### src/rtl/read_buffer_pkg.sv
// Framebuffer reader constants, fetch FSM states and
// small address helpers shared by the display read path.
package read_buffer_pkg;

  localparam logic [9:0] H_ACTIVE = 10'd640;
  localparam logic [9:0] V_ACTIVE = 10'd480;
  localparam logic [9:0] V_TOTAL  = 10'd525;
  localparam logic [6:0] WORDS    = 7'd80;
  localparam int         ADDR_W   = 18;
  localparam int         BUF_DEPTH = 160;

  typedef enum logic [1:0] {
    ST_IDLE,
    ST_REQ,
    ST_WAIT,
    ST_DONE
  } rd_state_e;

  // y*80 as y*64 + y*16
  function automatic logic [ADDR_W-1:0] line_base(
    input logic [9:0] nv
  );
    logic [ADDR_W-1:0] n;
    n = ADDR_W'(nv);
    return (n << 6) + (n << 4);
  endfunction

  function automatic logic [7:0] buf_idx(
    input logic       bank,
    input logic [6:0] word
  );
    return (bank ? 8'd80 : 8'd0) + {1'b0, word};
  endfunction

endpackage

### src/rtl/read_buffer_if.sv
// SRAM read-port handshake between the line fetcher
// and the SRAM arbiter.
interface read_buffer_if;
  import read_buffer_pkg::*;

  logic [ADDR_W-1:0] address;
  logic              ram_read;
  logic [15:0]       data_read;
  logic              ram_ready;

  modport master (
    output address,
    output ram_read,
    input  data_read,
    input  ram_ready
  );

  modport slave (
    input  address,
    input  ram_read,
    output data_read,
    output ram_ready
  );

endinterface

### src/rtl/read_buffer_line_ram.sv
// Ping-pong line store: 2 banks x 80 bytes, one write port
// for the fetcher and an asynchronous read port for display.
module read_buffer_line_ram
  import read_buffer_pkg::*;
(
  input  logic       clk,
  input  logic       we,
  input  logic [7:0] waddr,
  input  logic [7:0] wdata,
  input  logic [7:0] raddr,
  output logic [7:0] rdata
);

  logic [7:0] mem [BUF_DEPTH];

  always_ff @(posedge clk) begin
    if (we) mem[waddr] <= wdata;
  end

  assign rdata = mem[raddr];

endmodule

### src/rtl/read_buffer.sv
// Fetches the next display line from SRAM into a ping-pong
// buffer and streams 1bpp pixels with one cycle of latency.
module read_buffer
  import read_buffer_pkg::*;
(
  input  logic          clk,
  input  logic          reset,
  input  logic [9:0]    hcount,
  input  logic [9:0]    vcount,
  read_buffer_if.master bus,
  output logic          pixel,
  output logic          underrun
);

  rd_state_e         state_q, state_d;
  logic [6:0]        word_q, word_d;
  logic              bank_q, bank_d;
  logic [ADDR_W-1:0] addr_q, addr_d;
  logic              issued_q, issued_d;
  logic [1:0]        valid_q;
  logic              underrun_q, underrun_d;
  logic              pixel_q;

  logic              ram_read;
  logic              wr_en;
  logic              set_valid;

  logic [10:0]       v_inc;
  logic              wrap;
  logic              fetch;
  logic [9:0]        nv;

  assign v_inc = {1'b0, vcount} + 11'd1;
  assign wrap  = vcount == V_TOTAL - 10'd1;
  assign fetch = (hcount == H_ACTIVE) &&
                 (wrap || v_inc < {1'b0, V_ACTIVE});
  assign nv    = wrap ? 10'd0 : v_inc[9:0];

  always_comb begin
    state_d    = state_q;
    word_d     = word_q;
    bank_d     = bank_q;
    addr_d     = addr_q;
    issued_d   = 1'b0;
    underrun_d = underrun_q;
    ram_read   = 1'b0;
    wr_en      = 1'b0;
    set_valid  = 1'b0;

    unique case (state_q)
      ST_IDLE: ;
      // A falling ready only counts once ready was seen high
      // in REQ, so a stale read left over from an abort is
      // never mistaken for acceptance of this request.
      ST_REQ: begin
        ram_read = 1'b1;
        issued_d = issued_q | bus.ram_ready;
        if (issued_q && !bus.ram_ready) begin
          issued_d = 1'b0;
          state_d  = ST_WAIT;
        end
      end
      ST_WAIT: begin
        if (bus.ram_ready) begin
          wr_en = 1'b1;
          if (word_q == WORDS - 7'd1) begin
            state_d = ST_DONE;
          end else begin
            word_d  = word_q + 7'd1;
            addr_d  = addr_q + ADDR_W'(1);
            state_d = ST_REQ;
          end
        end
      end
      ST_DONE: begin
        set_valid = 1'b1;
        state_d   = ST_IDLE;
      end
      default: state_d = ST_IDLE;
    endcase

    if (fetch) begin
      if (state_q != ST_IDLE) underrun_d = 1'b1;
      bank_d    = nv[0];
      word_d    = 7'd0;
      addr_d    = line_base(nv);
      issued_d  = 1'b0;
      wr_en     = 1'b0;
      set_valid = 1'b0;
      state_d   = ST_REQ;
    end
  end

  logic       active;
  logic [6:0] rd_word;
  logic [7:0] rdata;

  assign active  = hcount < H_ACTIVE && vcount < V_ACTIVE;
  assign rd_word = active ? hcount[9:3] : 7'd0;

  always_ff @(posedge clk) begin
    if (reset) begin
      state_q    <= ST_IDLE;
      word_q     <= 7'd0;
      bank_q     <= 1'b0;
      addr_q     <= '0;
      issued_q   <= 1'b0;
      valid_q    <= 2'b00;
      underrun_q <= 1'b0;
      pixel_q    <= 1'b0;
    end else begin
      state_q    <= state_d;
      word_q     <= word_d;
      bank_q     <= bank_d;
      addr_q     <= addr_d;
      issued_q   <= issued_d;
      underrun_q <= underrun_d;
      if (fetch) valid_q[nv[0]] <= 1'b0;
      else if (set_valid) valid_q[bank_q] <= 1'b1;
      pixel_q <= (active && valid_q[vcount[0]]) ?
                 rdata[hcount[2:0]] : 1'b0;
    end
  end

  read_buffer_line_ram u_ram (
    .clk   (clk),
    .we    (wr_en),
    .waddr (buf_idx(bank_q, word_q)),
    .wdata (bus.data_read[7:0]),
    .raddr (buf_idx(vcount[0], rd_word)),
    .rdata (rdata)
  );

  logic unused_hi;
  assign unused_hi = ^bus.data_read[15:8];

  assign bus.address  = addr_q;
  assign bus.ram_read = ram_read;
  assign pixel        = pixel_q;
  assign underrun     = underrun_q;

endmodule
### src/flat_wrapper.sv
// flat-port wrapper written by rule: the top's interface ports become plain ports
module read_buffer_flat import read_buffer_pkg::*;
  (clk, reset, hcount, vcount, pixel, underrun, bus_address, bus_ram_read, bus_data_read, bus_ram_ready);
  read_buffer_if bus_i ();
  input  logic clk;
  input  logic reset;
  input  logic [9:0] hcount;
  input  logic [9:0] vcount;
  output logic pixel;
  output logic underrun;
  output wire logic [$bits(bus_i.address)-1:0] bus_address;
  output wire logic [$bits(bus_i.ram_read)-1:0] bus_ram_read;
  input wire logic [$bits(bus_i.data_read)-1:0] bus_data_read;
  input wire logic [$bits(bus_i.ram_ready)-1:0] bus_ram_ready;
  assign bus_address = bus_i.address;
  assign bus_ram_read = bus_i.ram_read;
  assign bus_i.data_read = bus_data_read;
  assign bus_i.ram_ready = bus_ram_ready;
  read_buffer u_core (.clk(clk), .reset(reset), .hcount(hcount), .vcount(vcount), .bus(bus_i), .pixel(pixel), .underrun(underrun));
endmodule
### config.mk
export PLATFORM = sky130hd
export DESIGN_NAME = read_buffer_flat
export DESIGN_NICKNAME = d
export VERILOG_FILES = /design/src/rtl/read_buffer_pkg.sv /design/src/rtl/read_buffer_if.sv /design/src/rtl/read_buffer_line_ram.sv /design/src/rtl/read_buffer.sv /design/src/flat_wrapper.sv
export SDC_FILE = /design/constraint.sdc
export NUM_CORES = 2
export LEC_CHECK = 0
export ABC_AREA = 1
export CAP_MARGIN = 40
export CORE_MARGIN = 2
export CORE_UTILIZATION = 30
export CTS_BUF_LIST = sky130_fd_sc_hd__clkbuf_4 sky130_fd_sc_hd__clkbuf_8
export DETAILED_ROUTE_END_ITERATION = 8
export SETUP_SLACK_MARGIN = 0.05
export SLEW_MARGIN = 30
export SYNTH_ARGS = -nofsm -noshare
export SYNTH_HDL_FRONTEND = slang
export SYNTH_SLANG_ARGS = --single-unit
### constraint.sdc
create_clock -name clk -period 3.1 [get_ports clk]
set_clock_uncertainty 0.15 [all_clocks]
set_input_delay 0.62 -clock clk [delete_from_list [all_inputs] [get_ports clk]]
set_output_delay 0.62 -clock clk [all_outputs]
set_load 0.05 [all_outputs]
# After elaboration in Yosys (flattened, before gate mapping)
# Memory sizes are Yosys's and may differ from the RTL's.
# Cells that the tools add are included.
# op_classes
eq_ne	11
n_addsub	6
n_mux	31
n_bitwise	7
reduce_logical	22
order_cmp	9
# ops
operator	count
18-bit two-way mux	4
7-bit two-way mux	3
10-bit equality test, second input constant	2
18-bit by 1-bit adder with 18-bit output, second input constant	1
16-bit by 14-bit adder with 17-bit output	1
8-bit by 7-bit adder with 8-bit output	2
1-bit two-way mux	14
3-bit AND reduction	4
10-bit by 1-bit adder with 11-bit output, second input constant	1
11-bit by 9-bit < comparator with 1-bit output, second input constant	1
10-bit < comparator, second input constant	1
10-bit by 9-bit < comparator with 1-bit output, second input constant	1
10-bit two-way mux	1
2-bit two-way mux	5
2-bit nonzero test	4
7-bit by 1-bit adder with 7-bit output, second input constant	1
7-bit equality test, second input constant	1
1-bit logical AND	6
1-bit by 2-bit < comparator with 1-bit output, second input constant	3
2-bit one-hot mux with 3 select lines	1
2-bit equality test, second input constant	2
3-bit by 4-bit < comparator with 1-bit output, second input constant	1
2-bit by 1-bit != test with 1-bit output, second input constant	2
4-bit nonzero test	1
18 further kinds	23
# word_totals
reg_bits	33
inputBits	39
n_memories	1
elab_cells	96
output_inout_bits	21
mem_bits_rw	1280
# memory_table
name	words	width	rd	rd_ports_with_merged_regs	wr	line	source
u_core.u_ram.mem	160	8	1	0	1	read_buffer_line_ram.sv:14	logic [7:0] mem [BUF_DEPTH];

# Depth between registers and ports, before layout
# depth
word_depth	9
mapped_depth	23

# Cells and area by module
# From an unflattened synthesis, not the netlist that was laid out.
# hier_totals
cells_unflattened	4744
hier_area_um2	54960.2
# modules_own_cells
module	area_each_um2	n_inst	cells_per_inst
read_buffer_line_ram	52140.0	1	4290
read_buffer	2820.2	1	454

# Worst setup path after synthesis
# No wires, ideal clock.
# synth_timing
kind	input-to-reg
start	in hcount[7]
end	reg u_core.pixel_q (netlist: u_core.pixel)
stages	16
arrival_time_ns	2.928
setup_slack_ns	-0.089
path_buffers	2
required_ns	2.839
cell_sequence	o21ai_2 > buf_2 > buf_1 > nand3_1 > inv_1 > ha_1 > xnor2_1 > inv_1 > nand2_1 > nand3_1 > nand2_1 > nand2_1 > nor2_1 > nand2_1 > nand2_1 > nor2_1
# synth_between
elab_chain_len	7
# synth_lines
item	line	source
start, declared	flat_wrapper.sv:7	input logic [9:0] hcount;
10-bit < comparator	read_buffer.sv:98	assign active = hcount < H_ACTIVE && vcount < V_ACTIVE;
1-bit logical AND	read_buffer.sv:98	
7-bit two-way mux	read_buffer.sv:99	assign rd_word = active ? hcount[9:3] : 7'd0;
8-bit by 7-bit adder with 8-bit output	read_buffer_pkg.sv:32	return (bank ? 8'd80 : 8'd0) + {1'b0, word};
memory 160 x 8 bit	--	
1-bit binary-select mux with 3-bit select	read_buffer.sv:121	rdata[hcount[2:0]] : 1'b0;
1-bit two-way mux (not written as such)	read_buffer.sv:121	
end signal, assigned	read_buffer.sv:120	pixel_q <= (active && valid_q[vcount[0]]) ?
end, declared	read_buffer.sv:22	logic pixel_q;
# Parallel ways exist; a longest one is shown, timed or not. The select of a mux whose other input is x is not followed.
# A chain may end at the register's enable or synchronous reset.

# Final worst setup path
# layout_timing
start	reg u_core.pixel_q (netlist: u_core.pixel)
end	out pixel
# layout_rtl
item	line	source
end, declared	flat_wrapper.sv:9	output logic pixel;
# No word-level cell between the ends.

==> reports/results.md <==
| Result | Value | Unit |
| --- | --- | --- |
| Launching element type of the critical path | flop | - |
| RSZ-0062 raised after global routing | false | - |
| Largest net degree at the start of global routing | 75 | - |
| I/O pin count | 60 | - |
| DRC violations left | 0 | - |
| Port Buffers | 51 | - |
| Endpoint type of the worst setup path | primary output | - |
| Floorplan die width | 443 | µm |
| Number of enable flip-flop cells after synthesis | 1280 | - |
| Synth-to-Final Area Change | 23.3 | % |
| Result of the run | complete, no violations | - |
| DRT Wirelength | 169000 | µm |
| Share of synthesized area occupied by flip-flops and latches | 67.7 | % |
| Synth Instances | 5289 | - |
| Min Clock Period, post-route | 2.99 | ns |
| Power per cell area | 525 | nW/µm² |
| Number of H-tree branching levels | 4 | - |
| Layout net count | 5889 | - |
| Number of vias in the routed layout | 41655 | - |
| Number of sinks driven by the clock tree | 1313 | - |
| Worst min-delay path category | input port to flop | - |
| Final hold vios | 0 | - |
| Dominant synthesized flop cell | edfxtp_1 | - |
| Average via count per standard cell | 4.89 | - |
| Global-route met2 utilization | 26.7 | % |
| Core area | 192000 | µm² |
| TritonCTS Buffers | 212 | - |
| Worst hold margin | 0.0938 | ns |
| Worst stage delay on the critical path | 0.64 | ns |
| Setup-violating endpoint count in the final report | 0 | - |
| Clock transition at path regs | 0.06 | ns |
| Top fanout value on the critical path | 8 | - |
| Netlist area before placement | 57700 | µm² |
| Signal arrival time at the worst endpoint | 2.22 | ns |
| Critical path class | flop to primary output | - |
| Clk Latency, worst-skew pair | 0.97 | ns |
| Avg Cell Area, Syn | 10.9 | µm² |
| Routed wire per std cell | 19.8 | µm |
| IR drop worst, VDD | 295 | µV |
| Max frequency | 334 | MHz |
| Share of layout cells above drive strength 1 | 19.0 | % |
| Remaining global-route overflow | 0 | - |
| Routing usage on met1 | 22.4 | % |
| First-pass GRT wire length | 251000 | µm |
| Initial antenna violation count | 5 | - |
| Measured slew at the worst slew-check pin | 0.951 | ns |
| Setup_tns | 0 | ns |
| Buffer type at the clock tree root | clkbuf_8 | - |
| Leakage power total | 27.9 | nW |
| Area of the die | 196000 | µm² |
| Net Count, Synth | 5356 | - |
| Final Max Tran Viols | 0 | - |
| Final antenna-violating net count | 0 | - |
| Cells along the critical path | dlygate4sd2_1 | - |
| Number of distinct library cell variants in the gate-level netlist after synthesis | 47 | - |
| Placement Cell Area | 66700 | µm² |
| Family with the most delay on the worst path | flip-flops | - |
| Last weighted congestion value of the routability-driven placer | 0.901 | - |
| M3 GR Usage | 3.03 | % |
| Initial Util | 30.1 | % |
| Die height | 443 | µm |
| Tightest slew margin relative to the limit | 36.0 | % |
| TritonCTS clock tree | yes | - |
| Clk buf depth | 3 | - |
| First drt pass iteration count | 6 | - |
| Initial DRC count | 4227 | - |
| Post-DP HPWL | 109000 | µm |
| Vias in the first global route | 40539 | - |
| Gr busiest metal | met2 | - |
| Area of all placed cells without fillers | 71200 | µm² |
| Total Routing Usage GR | 16.8 | % |
| Tot Pwr | 0.0374 | W |
| Critical path buffer and inverter count | 1 | - |
| Part of the cycle the worst path needs | 96.6 | % |
| # rows | 161 | - |
| Library cell contributing the largest single delay on the critical path | dfxtp_1 | - |
| Number of warning messages in the yosys log | 0 | - |
| Fraction of registers with async set or reset after synthesis | 0 | % |
| CP Data Required Time | 2.33 | ns |
| Register bit count reported by yosys | 1313 | - |
| Maximum Capacitance Violations | 0 | - |
## flip-flops by register name, summed over array words and instances, names as in the netlist
| name | cells |
|---|---|
| u_core.issued_q | 1 |
| u_core.underrun | 1 |
| u_core.bank_q | 1 |
| u_core.valid_q | 2 |
| u_core.word_q | 7 |
| u_core.u_ram.mem | 1280 |
| u_core.pixel | 1 |
| u_core.bus.address | 18 |
| u_core.state_q | 2 |
## report_power, final
part,internal [W],switching (W)
registers,0.0195,0.00000393
logic,0.00103,0.00196
clock network,0.00779,0.00713
## kinds of logic (layout without fill, tap and decap cells)
group	count (synthesis)	in the layout	synth area share, %
AO/OA/AOI/OAI	377	377	4.46
XOR/XNOR	16	16	0.243
adder cells (fa/ha/maj)	28	28	0.620
buffers and inverters	1111	1811	7.63
flip-flops	1313	1313	67.7
multiplexers	1	1	0.0173
other	0	9	0
AND/OR/NAND/NOR	2443	2443	19.3
## timing repair
action,in CTS,in global routing
cloned,0,4
endpoints found under the hold margin,193,0
setup endpoints to repair,7,287
hold buffers,7,0
resized for setup,7,37
buffers inserted,0,7
pin swaps,0,9
## through the flow
stage | utilization [%] | setup slack, ns | std cells
6_report | 37.1 | 0.106 | 8524
5_1_grt | 37.1 | 0.0436 | 8523
4_1_cts | 36.9 | 0.0442 | 8504
3_5_place_dp | 34.7 | -0.985 | 8116
3_3_place_gp | 34.7 | -1.12 | 8114
2_1_floorplan | - | -0.0247 | 5289
## final timing paths
check	startpoint	end	slack [ns]	depth (start not counted)
max reg2reg	u_core.bank_q	u_core.u_ram.mem[82][1]	0.47	9
min	bus_data_read[1]	u_core.u_ram.mem[94][1]	0.09	1
max	u_core.pixel	pixel	0.11	1
min reg2reg	u_core.valid_q[1]	u_core.valid_q[1]	0.31	2
## per-layer routing
metal,part of all wire [%],up-vias
li1,-,19313
met1,43,20316
met3,7.7,340
met5,0.0059,-
met4,3.7,2
met2,46,1684
## area by class of cell
| cell class | instances | area, µm² |
|---|---|---|
| fillers | 18579 | 121000 |
| flip-flops and latches | 1313 | 39100 |
| well taps | 2526 | 3160 |
| clock buffers | 284 | 3490 |
| multi-input cells | 2865 | 14500 |
| diodes | 9 | 22.5 |
| repair buffers | 639 | 7210 |
| inverters | 791 | 2990 |
| clock inverters | 97 | 684 |
## cell usage in the layout, fill, tap and decap left out, types with 5 or more instances in the layout
cell / Yosys / layout
a21oi_1: 27 / 27
buf_12: 0 / 166
buf_4: 9 / 402
buf_6: 1 / 13
bufinv_16: 0 / 5
clkbuf_4: 0 / 67
clkbuf_8: 0 / 217
clkdlybuf4s50_1: 0 / 24
clkinv_1: 3 / 55
clkinv_2: 0 / 22
dfxtp_1: 33 / 33
diode_2: 0 / 9
dlygate4sd2_1: 0 / 6
dlygate4sd3_1: 0 / 7
dlymetal6s2s_1: 0 / 11
edfxtp_1: 1280 / 1280
ha_1: 27 / 26
inv_1: 781 / 779
inv_12: 0 / 5
inv_2: 7 / 6
inv_8: 0 / 5
nand2_1: 1000 / 1000
nand3_1: 920 / 913
nand3_2: 1 / 6
nand4_1: 141 / 141
nor2_1: 222 / 143
nor2_2: 0 / 77
nor3_1: 6 / 6
nor4_1: 8 / 6
o211ai_1: 250 / 250
o21ai_0: 76 / 72
or2_1: 29 / 29
or2_2: 102 / 102
xnor2_1: 7 / 6
xor2_1: 9 / 9
## synth_stat cells (3+ instances only)
library cell / count / area [µm²]
edfxtp_1: 1280 / 38400
nand2_1: 1000 / 3750
nand3_1: 920 / 4600
inv_1: 781 / 2930
o211ai_1: 250 / 1880
nor2_1: 222 / 833
buf_2: 155 / 776
nand4_1: 141 / 882
clkbuf_1: 116 / 435
or2_2: 102 / 638
o21ai_0: 76 / 380
buf_1: 39 / 146
dfxtp_1: 33 / 661
or2_1: 29 / 181
a21oi_1: 27 / 135
ha_1: 27 / 338
buf_4: 9 / 67.6
xor2_1: 9 / 78.8
nor4_1: 8 / 50.1
inv_2: 7 / 26.3
xnor2_1: 7 / 61.3
nor3_1: 6 / 30.0
a31oi_1: 4 / 25.0
nand4_2: 4 / 50.1
a221oi_1: 3 / 26.3
clkinv_1: 3 / 11.3
o22ai_1: 3 / 18.8
o31ai_1: 3 / 22.5
No activity file was read; power rests on OpenSTA's default activity.
